$ cat src/rtl/clock_select_pkg.sv
// Shared timer definitions: edge codes, CKS decode values and prescaler tap positions.
// Latency: n/a (constants and types only).
// Backpressure: n/a.
package timer_pkg;

    localparam int CLK_SELECT_BIT_WIDTH  = 5;
    localparam int EDGE_SELECT_BIT_WIDTH = 2;
    localparam int PRESCALER_WIDTH       = 13;

    // CounterEdge codes consumed by the TCNT counters
    localparam logic [EDGE_SELECT_BIT_WIDTH-1:0] PROHIBITED   = 2'b00;
    localparam logic [EDGE_SELECT_BIT_WIDTH-1:0] RISING_EDGE  = 2'b01;
    localparam logic [EDGE_SELECT_BIT_WIDTH-1:0] FALLING_EDGE = 2'b10;
    localparam logic [EDGE_SELECT_BIT_WIDTH-1:0] BOTH_EDGES   = 2'b11;

    // CKS[2:0] field of the select word
    localparam logic [2:0] CKS_DISABLED = 3'b000;
    localparam logic [2:0] CKS_INT_FAST = 3'b001;   // clk/8  or clk/2
    localparam logic [2:0] CKS_INT_MID  = 3'b010;   // clk/64 or clk/32
    localparam logic [2:0] CKS_INT_SLOW = 3'b011;   // clk/8192 or clk/1024
    localparam logic [2:0] CKS_CASCADE  = 3'b100;
    localparam logic [2:0] CKS_EXT_RISE = 3'b101;
    localparam logic [2:0] CKS_EXT_FALL = 3'b110;
    localparam logic [2:0] CKS_EXT_BOTH = 3'b111;

    // Prescaler bit giving each internal rate
    localparam int TAP_DIV2    = 0;
    localparam int TAP_DIV8    = 2;
    localparam int TAP_DIV32   = 4;
    localparam int TAP_DIV64   = 5;
    localparam int TAP_DIV1024 = 9;
    localparam int TAP_DIV8192 = 12;

    // Only the taps a channel can select are handed down from the shared prescaler
    typedef struct packed {
        logic div8192;
        logic div1024;
        logic div64;
        logic div32;
        logic div8;
        logic div2;
    } prescale_taps_t;

endpackage

$ cat src/rtl/clock_select_if.sv
// Register-bank / counter side bundle of the clock selector (selects, TMCI pins, counter clocks).
// Latency: n/a (wiring only).
// Backpressure: none; all signals are level/clock style, no handshake.
// Optional: CLOCK_SELECT_CASCADE_EN adds Overflow1 and CompareMatchA0.
interface clock_select_if;
    import timer_pkg::*;

    logic                             TMCI0;
    logic                             TMCI1;
    logic [CLK_SELECT_BIT_WIDTH-1:0]  clock_select_0;
    logic [CLK_SELECT_BIT_WIDTH-1:0]  clock_select_1;
`ifdef CLOCK_SELECT_CASCADE_EN
    logic                             Overflow1;
    logic                             CompareMatchA0;
`endif
    logic                             CounterClock0;
    logic [EDGE_SELECT_BIT_WIDTH-1:0] CounterEdge0;
    logic                             CounterClock1;
    logic [EDGE_SELECT_BIT_WIDTH-1:0] CounterEdge1;

    // master: register bank / pins / counters side
    modport master (
        output TMCI0, TMCI1, clock_select_0, clock_select_1,
`ifdef CLOCK_SELECT_CASCADE_EN
        output Overflow1, CompareMatchA0,
`endif
        input  CounterClock0, CounterEdge0, CounterClock1, CounterEdge1
    );

    // slave: the clock selector itself
    modport slave (
        input  TMCI0, TMCI1, clock_select_0, clock_select_1,
`ifdef CLOCK_SELECT_CASCADE_EN
        input  Overflow1, CompareMatchA0,
`endif
        output CounterClock0, CounterEdge0, CounterClock1, CounterEdge1
    );

endinterface

$ cat src/rtl/clock_select_channel.sv
// One channel: TMCI synchroniser, select decode, select-change guard and output flops.
// Latency: internal/cascade source 1 clk, external pin 3 clk (2 sync + output flop).
// Backpressure: none.
// Ports: clk, rst_n, tmci (async pin), sel {ICKS1,ICKS0,CKS[2:0]}, taps (shared prescaler),
//        cascade_clk (only with CLOCK_SELECT_CASCADE_EN), counter_clock, counter_edge.
module clock_select_channel
    import timer_pkg::*;
(
    input  logic                             clk,
    input  logic                             rst_n,
    input  logic                             tmci,
    input  logic [CLK_SELECT_BIT_WIDTH-1:0]  sel,
    input  prescale_taps_t                   taps,
`ifdef CLOCK_SELECT_CASCADE_EN
    input  logic                             cascade_clk,
`endif
    output logic                             counter_clock,
    output logic [EDGE_SELECT_BIT_WIDTH-1:0] counter_edge
);

    logic                             tmci_meta;
    logic                             tmci_sync;
    logic [CLK_SELECT_BIT_WIDTH-1:0]  sel_prev;
    logic                             sel_changed;
    logic                             clock_nxt;
    logic [EDGE_SELECT_BIT_WIDTH-1:0] edge_nxt;

    // ICKS0 takes part in the change compare even though the decode ignores it
    assign sel_changed = (sel != sel_prev);

    always_comb begin
        clock_nxt = 1'b0;
        edge_nxt  = PROHIBITED;
        case (sel[2:0])
            CKS_INT_FAST: begin
                clock_nxt = sel[4] ? taps.div2 : taps.div8;
                edge_nxt  = RISING_EDGE;
            end
            CKS_INT_MID: begin
                clock_nxt = sel[4] ? taps.div32 : taps.div64;
                edge_nxt  = RISING_EDGE;
            end
            CKS_INT_SLOW: begin
                clock_nxt = sel[4] ? taps.div1024 : taps.div8192;
                edge_nxt  = RISING_EDGE;
            end
`ifdef CLOCK_SELECT_CASCADE_EN
            CKS_CASCADE: begin
                clock_nxt = cascade_clk;
                edge_nxt  = RISING_EDGE;
            end
`endif
            CKS_EXT_RISE: begin
                clock_nxt = tmci_sync;
                edge_nxt  = RISING_EDGE;
            end
            CKS_EXT_FALL: begin
                clock_nxt = tmci_sync;
                edge_nxt  = FALLING_EDGE;
            end
            CKS_EXT_BOTH: begin
                clock_nxt = tmci_sync;
                edge_nxt  = BOTH_EDGES;
            end
            default: ;
        endcase
        // One stopped cycle on any select change so the counter never sees
        // an edge manufactured by switching between two unrelated sources.
        if (sel_changed) begin
            clock_nxt = 1'b0;
            edge_nxt  = PROHIBITED;
        end
    end

    always_ff @(posedge clk or negedge rst_n) begin
        if (!rst_n) begin
            tmci_meta     <= 1'b0;
            tmci_sync     <= 1'b0;
            sel_prev      <= '0;
            counter_clock <= 1'b0;
            counter_edge  <= PROHIBITED;
        end else begin
            tmci_meta     <= tmci;
            tmci_sync     <= tmci_meta;
            sel_prev      <= sel;
            counter_clock <= clock_nxt;
            counter_edge  <= edge_nxt;
        end
    end

endmodule

$ cat src/rtl/clock_select.sv
// Dual-channel counter-clock selector for one 8-bit timer unit, with shared clk prescaler.
// Latency: internal/cascade source 1 clk, external TMCI pin 3 clk.
// Backpressure: none; outputs are free-running registered clocks.
// Ports: clk, rst_n, bus (clock_select_if.slave: TMCI0/1, clock_select_0/1, CounterClock0/1,
//        CounterEdge0/1, plus Overflow1/CompareMatchA0 when CLOCK_SELECT_CASCADE_EN is defined).
module clock_select
    import timer_pkg::*;
(
    input  logic          clk,
    input  logic          rst_n,
    clock_select_if.slave bus
);

    logic [PRESCALER_WIDTH-1:0] prescaler;
    prescale_taps_t             taps;

    always_ff @(posedge clk or negedge rst_n) begin
        if (!rst_n) begin
            prescaler <= '0;
        end else begin
            prescaler <= prescaler + PRESCALER_WIDTH'(1);   // wraps 8191 -> 0
        end
    end

    assign taps.div2    = prescaler[TAP_DIV2];
    assign taps.div8    = prescaler[TAP_DIV8];
    assign taps.div32   = prescaler[TAP_DIV32];
    assign taps.div64   = prescaler[TAP_DIV64];
    assign taps.div1024 = prescaler[TAP_DIV1024];
    assign taps.div8192 = prescaler[TAP_DIV8192];

    // Cascade: channel 0 counts channel 1 overflows, channel 1 counts channel 0 compare-match A
    clock_select_channel u_ch0 (
        .clk           (clk),
        .rst_n         (rst_n),
        .tmci          (bus.TMCI0),
        .sel           (bus.clock_select_0),
        .taps          (taps),
`ifdef CLOCK_SELECT_CASCADE_EN
        .cascade_clk   (bus.Overflow1),
`endif
        .counter_clock (bus.CounterClock0),
        .counter_edge  (bus.CounterEdge0)
    );

    clock_select_channel u_ch1 (
        .clk           (clk),
        .rst_n         (rst_n),
        .tmci          (bus.TMCI1),
        .sel           (bus.clock_select_1),
        .taps          (taps),
`ifdef CLOCK_SELECT_CASCADE_EN
        .cascade_clk   (bus.CompareMatchA0),
`endif
        .counter_clock (bus.CounterClock1),
        .counter_edge  (bus.CounterEdge1)
    );

endmodule

$ cat src/flat_wrapper.sv
// flat-port wrapper written by rule: the top's interface ports become plain ports
module clock_select_flat import timer_pkg::*;
  (clk, rst_n, bus_TMCI0, bus_TMCI1, bus_clock_select_0, bus_clock_select_1, bus_CounterClock0, bus_CounterEdge0, bus_CounterClock1, bus_CounterEdge1);
  clock_select_if bus_i ();
  input  logic clk;
  input  logic rst_n;
  input wire logic [$bits(bus_i.TMCI0)-1:0] bus_TMCI0;
  input wire logic [$bits(bus_i.TMCI1)-1:0] bus_TMCI1;
  input wire logic [$bits(bus_i.clock_select_0)-1:0] bus_clock_select_0;
  input wire logic [$bits(bus_i.clock_select_1)-1:0] bus_clock_select_1;
  output wire logic [$bits(bus_i.CounterClock0)-1:0] bus_CounterClock0;
  output wire logic [$bits(bus_i.CounterEdge0)-1:0] bus_CounterEdge0;
  output wire logic [$bits(bus_i.CounterClock1)-1:0] bus_CounterClock1;
  output wire logic [$bits(bus_i.CounterEdge1)-1:0] bus_CounterEdge1;
  assign bus_i.TMCI0 = bus_TMCI0;
  assign bus_i.TMCI1 = bus_TMCI1;
  assign bus_i.clock_select_0 = bus_clock_select_0;
  assign bus_i.clock_select_1 = bus_clock_select_1;
  assign bus_CounterClock0 = bus_i.CounterClock0;
  assign bus_CounterEdge0 = bus_i.CounterEdge0;
  assign bus_CounterClock1 = bus_i.CounterClock1;
  assign bus_CounterEdge1 = bus_i.CounterEdge1;
  clock_select u_core (.clk(clk), .rst_n(rst_n), .bus(bus_i));
endmodule
$ cat config.mk
export PLATFORM = sky130hd
export DESIGN_NAME = clock_select_flat
export DESIGN_NICKNAME = d
export VERILOG_FILES = /design/src/rtl/clock_select_pkg.sv /design/src/rtl/clock_select_if.sv /design/src/rtl/clock_select_channel.sv /design/src/rtl/clock_select.sv /design/src/flat_wrapper.sv
export SDC_FILE = /design/constraint.sdc
export NUM_CORES = 1
export LEC_CHECK = 0
export ABC_AREA = 0
export CAP_MARGIN = 20
export CELL_PAD_IN_SITES_DETAIL_PLACEMENT = 1
export CELL_PAD_IN_SITES_GLOBAL_PLACEMENT = 1
export CORE_UTILIZATION = 45
export DETAILED_ROUTE_END_ITERATION = 16
export PLACE_DENSITY = 0.79
export SLEW_MARGIN = 20
export SYNTH_ARGS = -nofsm -noshare
export SYNTH_HDL_FRONTEND = slang
export SYNTH_SLANG_ARGS = --single-unit
$ cat constraint.sdc
create_clock -name clk -period 2.1 [get_ports clk]
set_clock_uncertainty 0.05 [all_clocks]
set_input_delay 0.21 -clock clk [delete_from_list [all_inputs] [get_ports clk]]
set_output_delay 0.21 -clock clk [all_outputs]
set_load 0.02 [all_outputs]
==> results of run 1 <==
## flip-flops by register name, indices dropped and copies added, names as in the netlist
signal	cells
u_core.u_ch1.sel_prev	5
u_core.u_ch1.counter_clock	1
u_core.u_ch1.counter_edge	2
u_core.u_ch0.counter_edge	2
u_core.u_ch0.counter_clock	1
u_core.u_ch1.tmci_meta	1
u_core.u_ch0.sel_prev	5
u_core.u_ch0.tmci_meta	1
u_core.prescaler	13
u_core.u_ch0.tmci_sync	1
u_core.u_ch1.tmci_sync	1
## placed cells by master (no fill, tap or decap), types with 2 or more instances in the layout
cell type / instances
clkbuf_4: 5
dfrtp_1: 33
xor2_1: 7
mux2_2: 4
o32ai_1: 2
a21oi_1: 2
nor4_2: 3
nand3_1: 6
nor2_1: 6
nand2_1: 8
a221o_1: 2
clkdlybuf4s50_1: 19
xnor2_1: 14
nor3_1: 8
mux2i_1: 2
nand3b_1: 2
inv_1: 7
## cells in the mapped netlist, drive strengths merged
| library cell | instances |
|---|---|
| a21oi | 2 |
| nor2 | 6 |
| nor3 | 8 |
| xnor2 | 14 |
| xor2 | 7 |
| nand3b | 2 |
| dfrtp | 33 |
| a221o | 2 |
| nand3 | 7 |
| mux2i | 2 |
| nor4 | 4 |
| nand4 | 1 |
| mux2 | 4 |
| inv | 7 |
| o32ai | 2 |
| ha | 1 |
| nand2 | 8 |
## power by group
group | switching, mW | internal (mW) | leakage [nW]
Sequential | 0.00628 | 0.650 | 0.414
Combinational | 0.0545 | 0.0511 | 0.292
Clock | 0.212 | 0.284 | 0.0455
Total | 0.273 | 0.986 | 0.751
## path summary, 6_finish.rpt
kind | start | to | slack, ns
max reg2reg | u_core.prescaler[0] | u_core.prescaler[12] | 0.63
max in group asynchronous | rst_n | u_core.u_ch0.counter_clock | 1.49
min | rst_n | u_core.u_ch1.sel_prev[0] | 0.21
min reg2reg | u_core.u_ch0.tmci_meta | u_core.u_ch0.tmci_sync | 0.31
min in group clk | bus_TMCI0 | u_core.u_ch0.tmci_meta | 0.25
max | u_core.u_ch0.counter_clock | bus_CounterClock0 | 0.57
## area by class of cell
| type | count | area [um2] |
|---|---|---|
| fillers | 300 | 1130 |
| flip-flops and latches | 33 | 826 |
| inverters | 7 | 26.3 |
| repair buffers | 20 | 198 |
| multi-input cells | 70 | 529 |
| well taps | 31 | 38.8 |
| clock buffers | 7 | 55.1 |
| clock inverters | 1 | 30.0 |
## layer usage
layer  up-vias  part of all wire (%)
met5         -                     0
met3         7                   4.4
met4         0                   2.4
li1        428                     -
met1       463                    42
met2        19                    51
## cells by family (layout without fill, tap and decap cells)
| logic type | after synthesis | after routing | synth area share, % |
|---|---|---|---|
| AOI/OAI and AO/OA | 6 | 6 | 3.44 |
| xor gates and xnor gates | 21 | 21 | 13.3 |
| adders and majority gates | 1 | 1 | 0.906 |
| buffers and inverters | 7 | 35 | 1.90 |
| DFF | 33 | 33 | 59.8 |
| muxes | 6 | 6 | 4.71 |
| and+or+nand+nor | 36 | 36 | 15.9 |
## through the flow
step,cells,setup slack (ns)
5_1_grt,169,0.502
3_5_place_dp,161,0.402
3_3_place_gp,161,0.456
2_1_floorplan,110,0.871
4_1_cts,169,0.537
6_report,169,0.566
==> impl_metrics.json, run 1 <==
{
  "top_usage_layer": "met2",
  "dp_hpwl_um": 1810,
  "drive_above_1_share_pct": 12.3,
  "max_stage_delay_ns": 0.61,
  "cp-start-kind": "flip-flop",
  "first_pass_iters": 10,
  "start_util_pct": 48.8,
  "setup_tns_ns": 0,
  "clkLatencyLatePin_ns": 0.34,
  "crit_path_end_kind": "output port",
  "cap_viol_max_count": 0,
  "drv_slew": 0,
  "yosysTopAreaCellShare_pct": 59.8,
  "core_um2": 2830,
  "tightest_slew_ns": 0.406,
  "reg2reg_depth": 4,
  "numPortBuffers": 19,
  "synth_area_leaders": "dfrtp_1 (60%), xnor2_1 (8.9%), xor2_1 (4.4%)",
  "required_ns": 1.84,
  "antenna_found_initial": 0,
  "routed_wire_length_per_instance_um": 16.4,
  "grt_use_met2_pct": 30.4,
  "die_area_um2": 3300,
  "synth_seq_cells": 33,
  "worst-path-stages": 1,
  "syn-cell-area_um2": 1380,
  "grt_max_degree": 34,
  "place_congestion": 0.747,
  "finalSetupViolCount": 0,
  "yosysUniqueCellTypes": 19,
  "die_w_um": 57.4,
  "cts.sinks": 33,
  "fin_nets": 152,
  "path_class": "flip-flop to output port",
  "grt_util_met3_pct": 4.76,
  "diodes": 0,
  "fin_crit_sh_pct": 73.0,
  "die_h_um": 57.4,
  "cp.arrival_ns": 1.27,
  "postCtsHoldBufs": 0,
  "clockBufferDepth": 2,
  "irDropWorstVdd_mv": 0.345,
  "rows": 19,
  "grt_usage_pct": 19.4,
  "vias_per_cell": 5.43,
  "yosys_warnings": 0,
  "max_freq_mhz": 652,
  "num_vias": 917,
  "grt_pass1_wl_um": 4640,
  "total_power_mw": 1.26,
  "htreeDepth": 2,
  "synth_cells": 110,
  "synth_nets": 125,
  "cts.clk_slew.worst_paths_ns": 0.11,
  "cts_tree": "built",
  "cts_resized": 0,
  "cts-root-buf": "clkbuf_4",
  "syn_area_per_cell_um2": 12.6,
  "critPathBufInv": 1,
  "ys_seq_area_share_pct": 59.8,
  "p_leak_nw": 0.751,
  "cp_max_fo": 1,
  "post-route-drc-count": 4,
  "wl_um": 2780,
  "rsz0062_at_grt": "no",
  "io_pins": 20,
  "ant_nets": 0,
  "met1_usage_pct": 23.8,
  "powerDensity_nw_per_um2": 739,
  "cpMaxStageDelayCell": "clkdlybuf4s50_1",
  "slew_headroom_pct": 72.9,
  "grt_overflow": 0,
  "violations": "design-rule violations",
  "hold_slack_ns": 0.211,
  "area_growth_syn_to_layout_pct": 23.3,
  "final_util_pct": 60.2,
  "min-delay-path-class": "input port to async pin",
  "postCtsSetupBuffers": 0,
  "yosys.area.top_type": "dfrtp_1",
  "dpl_cell_area_um2": 1620,
  "cp_cell_sequence": "clkdlybuf4s50_1",
  "status": "finished with violations",
  "crit_family": "buffers and inverters",
  "grt_pass1_vias": 948,
  "numCtsBuffers": 5,
  "final_area_um2": 1700,
  "finalHoldViolations": 0,
  "period_minus_slack_ns": 1.53,
  "drt_iter0_markers": 26
}
Power figures use the tool's default switching activity.
==> run 2, diff against run 1 <==
--- a/config.mk
+++ b/config.mk
@@ -9,9 +9,9 @@
 export CAP_MARGIN = 20
 export CELL_PAD_IN_SITES_DETAIL_PLACEMENT = 1
 export CELL_PAD_IN_SITES_GLOBAL_PLACEMENT = 1
-export CORE_UTILIZATION = 45
+export CORE_UTILIZATION = 38
 export DETAILED_ROUTE_END_ITERATION = 16
-export PLACE_DENSITY = 0.79
+export PLACE_DENSITY = 0.71
 export SLEW_MARGIN = 20
 export SYNTH_ARGS = -nofsm -noshare
 export SYNTH_HDL_FRONTEND = slang
==> constraint.sdc (replaced) <==
create_clock -name clk -period 1.3 [get_ports clk]
set_clock_uncertainty 0.05 [all_clocks]
set_input_delay 0.13 -clock clk [delete_from_list [all_inputs] [get_ports clk]]
set_output_delay 0.13 -clock clk [all_outputs]
set_load 0.02 [all_outputs]
==> run 2 against run 1 <==
  * The run now ends clean
  * Worst setup slack worse by 0.54 ns
  * First-iteration DRC count down 23%
  * Die area up 18%
  * Non-clock buffer count up 19
  * Register-to-register slack worse by 0.60 ns
  * Cell area up 12%
  * Clock power up 14%
  * Critical path type is now flip-flop to flip-flop
  * Highest routed layer unchanged
==> impl_metrics.json, run 2 (synthesized netlist as in run 1, its figures left out) <==
{
  "rsz0062_at_grt": "yes",
  "reg2reg_depth": 4,
  "drt_iter0_markers": 20,
  "clockBufferDepth": 2,
  "cp.arrival_ns": 1.46,
  "cp_cell_sequence": "buf_4 -> mux2_2 -> o32ai_4 -> nor4_2",
  "critPathBufInv": 1,
  "switching_share_pct": 25.8,
  "r2r_start": "u_core.prescaler[0]",
  "numCtsBuffers": 5,
  "final_area_um2": 1910,
  "drv_slew": 0,
  "largest_register_ffs": 13,
  "p_leak_nw": 0.875,
  "pwr-share-seq_pct": 57.6,
  "place_congestion": 0.783,
  "finalSetupViolCount": 0,
  "core_um2": 3420,
  "final_common_cell": "dfrtp_1",
  "routed_wire_length_per_instance_um": 15.8,
  "setup_tns_ns": 0,
  "start_util_pct": 40.4,
  "clkLatencyLatePin_ns": 0.34,
  "num_vias": 1000,
  "crit_path_end_kind": "flip-flop",
  "drive_above_1_share_pct": 31.2,
  "grt_usage_pct": 17.8,
  "status": "finished, final reports clean",
  "numPortBuffers": 19,
  "dpl_cell_area_um2": 1760,
  "htreeDepth": 2,
  "first_pass_iters": 4,
  "grt_pass1_wl_um": 5180,
  "die_area_um2": 3880,
  "intPower_mw": 1.37,
  "regMostFlops": "u_core.prescaler",
  "layout_common_cells": "dfrtp_1 (31), buf_4 (19), xnor2_1 (13), clkdlybuf4s50_1 (13)",
  "finalHoldViolations": 0,
  "wl_um": 3210,
  "worst-path-stages": 4,
  "crit_family": "flip-flops",
  "die_h_um": 62.3,
  "grt_pass1_vias": 1066,
  "cts_tree": "built",
  "p_clk_share_pct": 30.7,
  "grt_util_met3_pct": 3.49,
  "powerDensity_nw_per_um2": 967,
  "area_growth_syn_to_layout_pct": 38.0,
  "power_switching_uw": 476,
  "fin_nets": 171,
  "path_class": "flip-flop to flip-flop",
  "vias_per_cell": 4.93,
  "max_freq_mhz": 785,
  "final_util_pct": 55.8,
  "cts.sinks": 33,
  "io_pins": 20,
  "max_stage_delay_ns": 0.41,
  "crit_start": "u_core.prescaler[0]",
  "die_w_um": 62.3,
  "irDropWorstVdd_mv": 0.611,
  "dp_hpwl_um": 2180,
  "required_ns": 1.48,
  "antenna_found_initial": 0,
  "cp_max_fo": 3,
  "cp-start-kind": "flip-flop",
  "period_minus_slack_ns": 1.27,
  "top_usage_layer": "met2",
  "rrSetupSlack_ns": 0.03,
  "cts.clk_slew.worst_paths_ns": 0.11,
  "ant_nets": 0,
  "cts-root-buf": "clkbuf_4",
  "postCtsHoldBufs": 0,
  "combPwrFrac_pct": 11.7,
  "tightest_slew_ns": 0.239,
  "post-route-drc-count": 0,
  "reg_top3": "u_core.prescaler (13), u_core.u_ch0.sel_prev (5), u_core.u_ch1.sel_prev (5)",
  "met1_usage_pct": 22.0,
  "slew_headroom_pct": 84.0,
  "fin_crit_sh_pct": 97.9,
  "min-delay-path-class": "input port to async pin",
  "grt_max_degree": 34,
  "rows": 21,
  "cap_viol_max_count": 0,
  "diodes": 0,
  "grt_overflow": 0,
  "cpMaxStageDelayCell": "dfrtp_1",
  "grt_use_met2_pct": 29.8,
  "r2r-end": "u_core.u_ch0.counter_clock"
}
[run 2: power by group through the flow]
stage | clock (mW) | sequential, mW | combinational, mW
floorplan | 0 | 1.08 | 0.0662
global placement | 0 | 1.08 | 0.196
detailed placement | 0 | 1.08 | 0.203
CTS | 0.592 | 1.06 | 0.202
global route | 0.621 | 1.06 | 0.236
finish | 0.566 | 1.06 | 0.216
[run 2: area by class of cell]
cell class | instances | area (um2)
multi-input combinational | 70 | 593
sequential | 33 | 828
fill | 378 | 1510
inverter | 7 | 26.3
clock buffer | 5 | 37.5
clock inverter | 3 | 17.5
timing repair buffer | 39 | 345
tap | 46 | 57.6
[run 2: routing by layer]
metal | share of wire [%] | vias to the layer above
met4 | 2.4 | 0
met3 | 3.2 | 7
met1 | 44 | 505
li1 | - | 467
met5 | 0 | -
met2 | 50 | 21
[run 2: repair_timing]
action	CTS	global route
pin swaps	0	5
endpoints found under the setup margin	9	7
resized for setup	9	10
buffers inserted	0	4
[run 2: per-stage QoR]
stage | setup slack, ns | hold WS [ns] | total power, mW | std cells
after CTS | 0.00404 | 0.115 | 1.85 | 199
after global routing | -0.0332 | 0.142 | 1.92 | 203
after floorplan | 0.0714 | -0.216 | 1.15 | 110
after global placement | -0.221 | 0.282 | 1.28 | 191
after detailed placement | -0.268 | 0.286 | 1.28 | 191
final | 0.0269 | 0.121 | 1.84 | 203
[run 2: worst max path at each step]
stage	endpoint
2_1_floorplan	u_core.prescaler[12]
5_1_grt	u_core.prescaler[8]
3_5_place_dp	u_core.u_ch0.counter_edge[0]
4_1_cts	u_core.prescaler[9]
3_3_place_gp	u_core.u_ch0.counter_clock
6_report	u_core.u_ch0.counter_clock
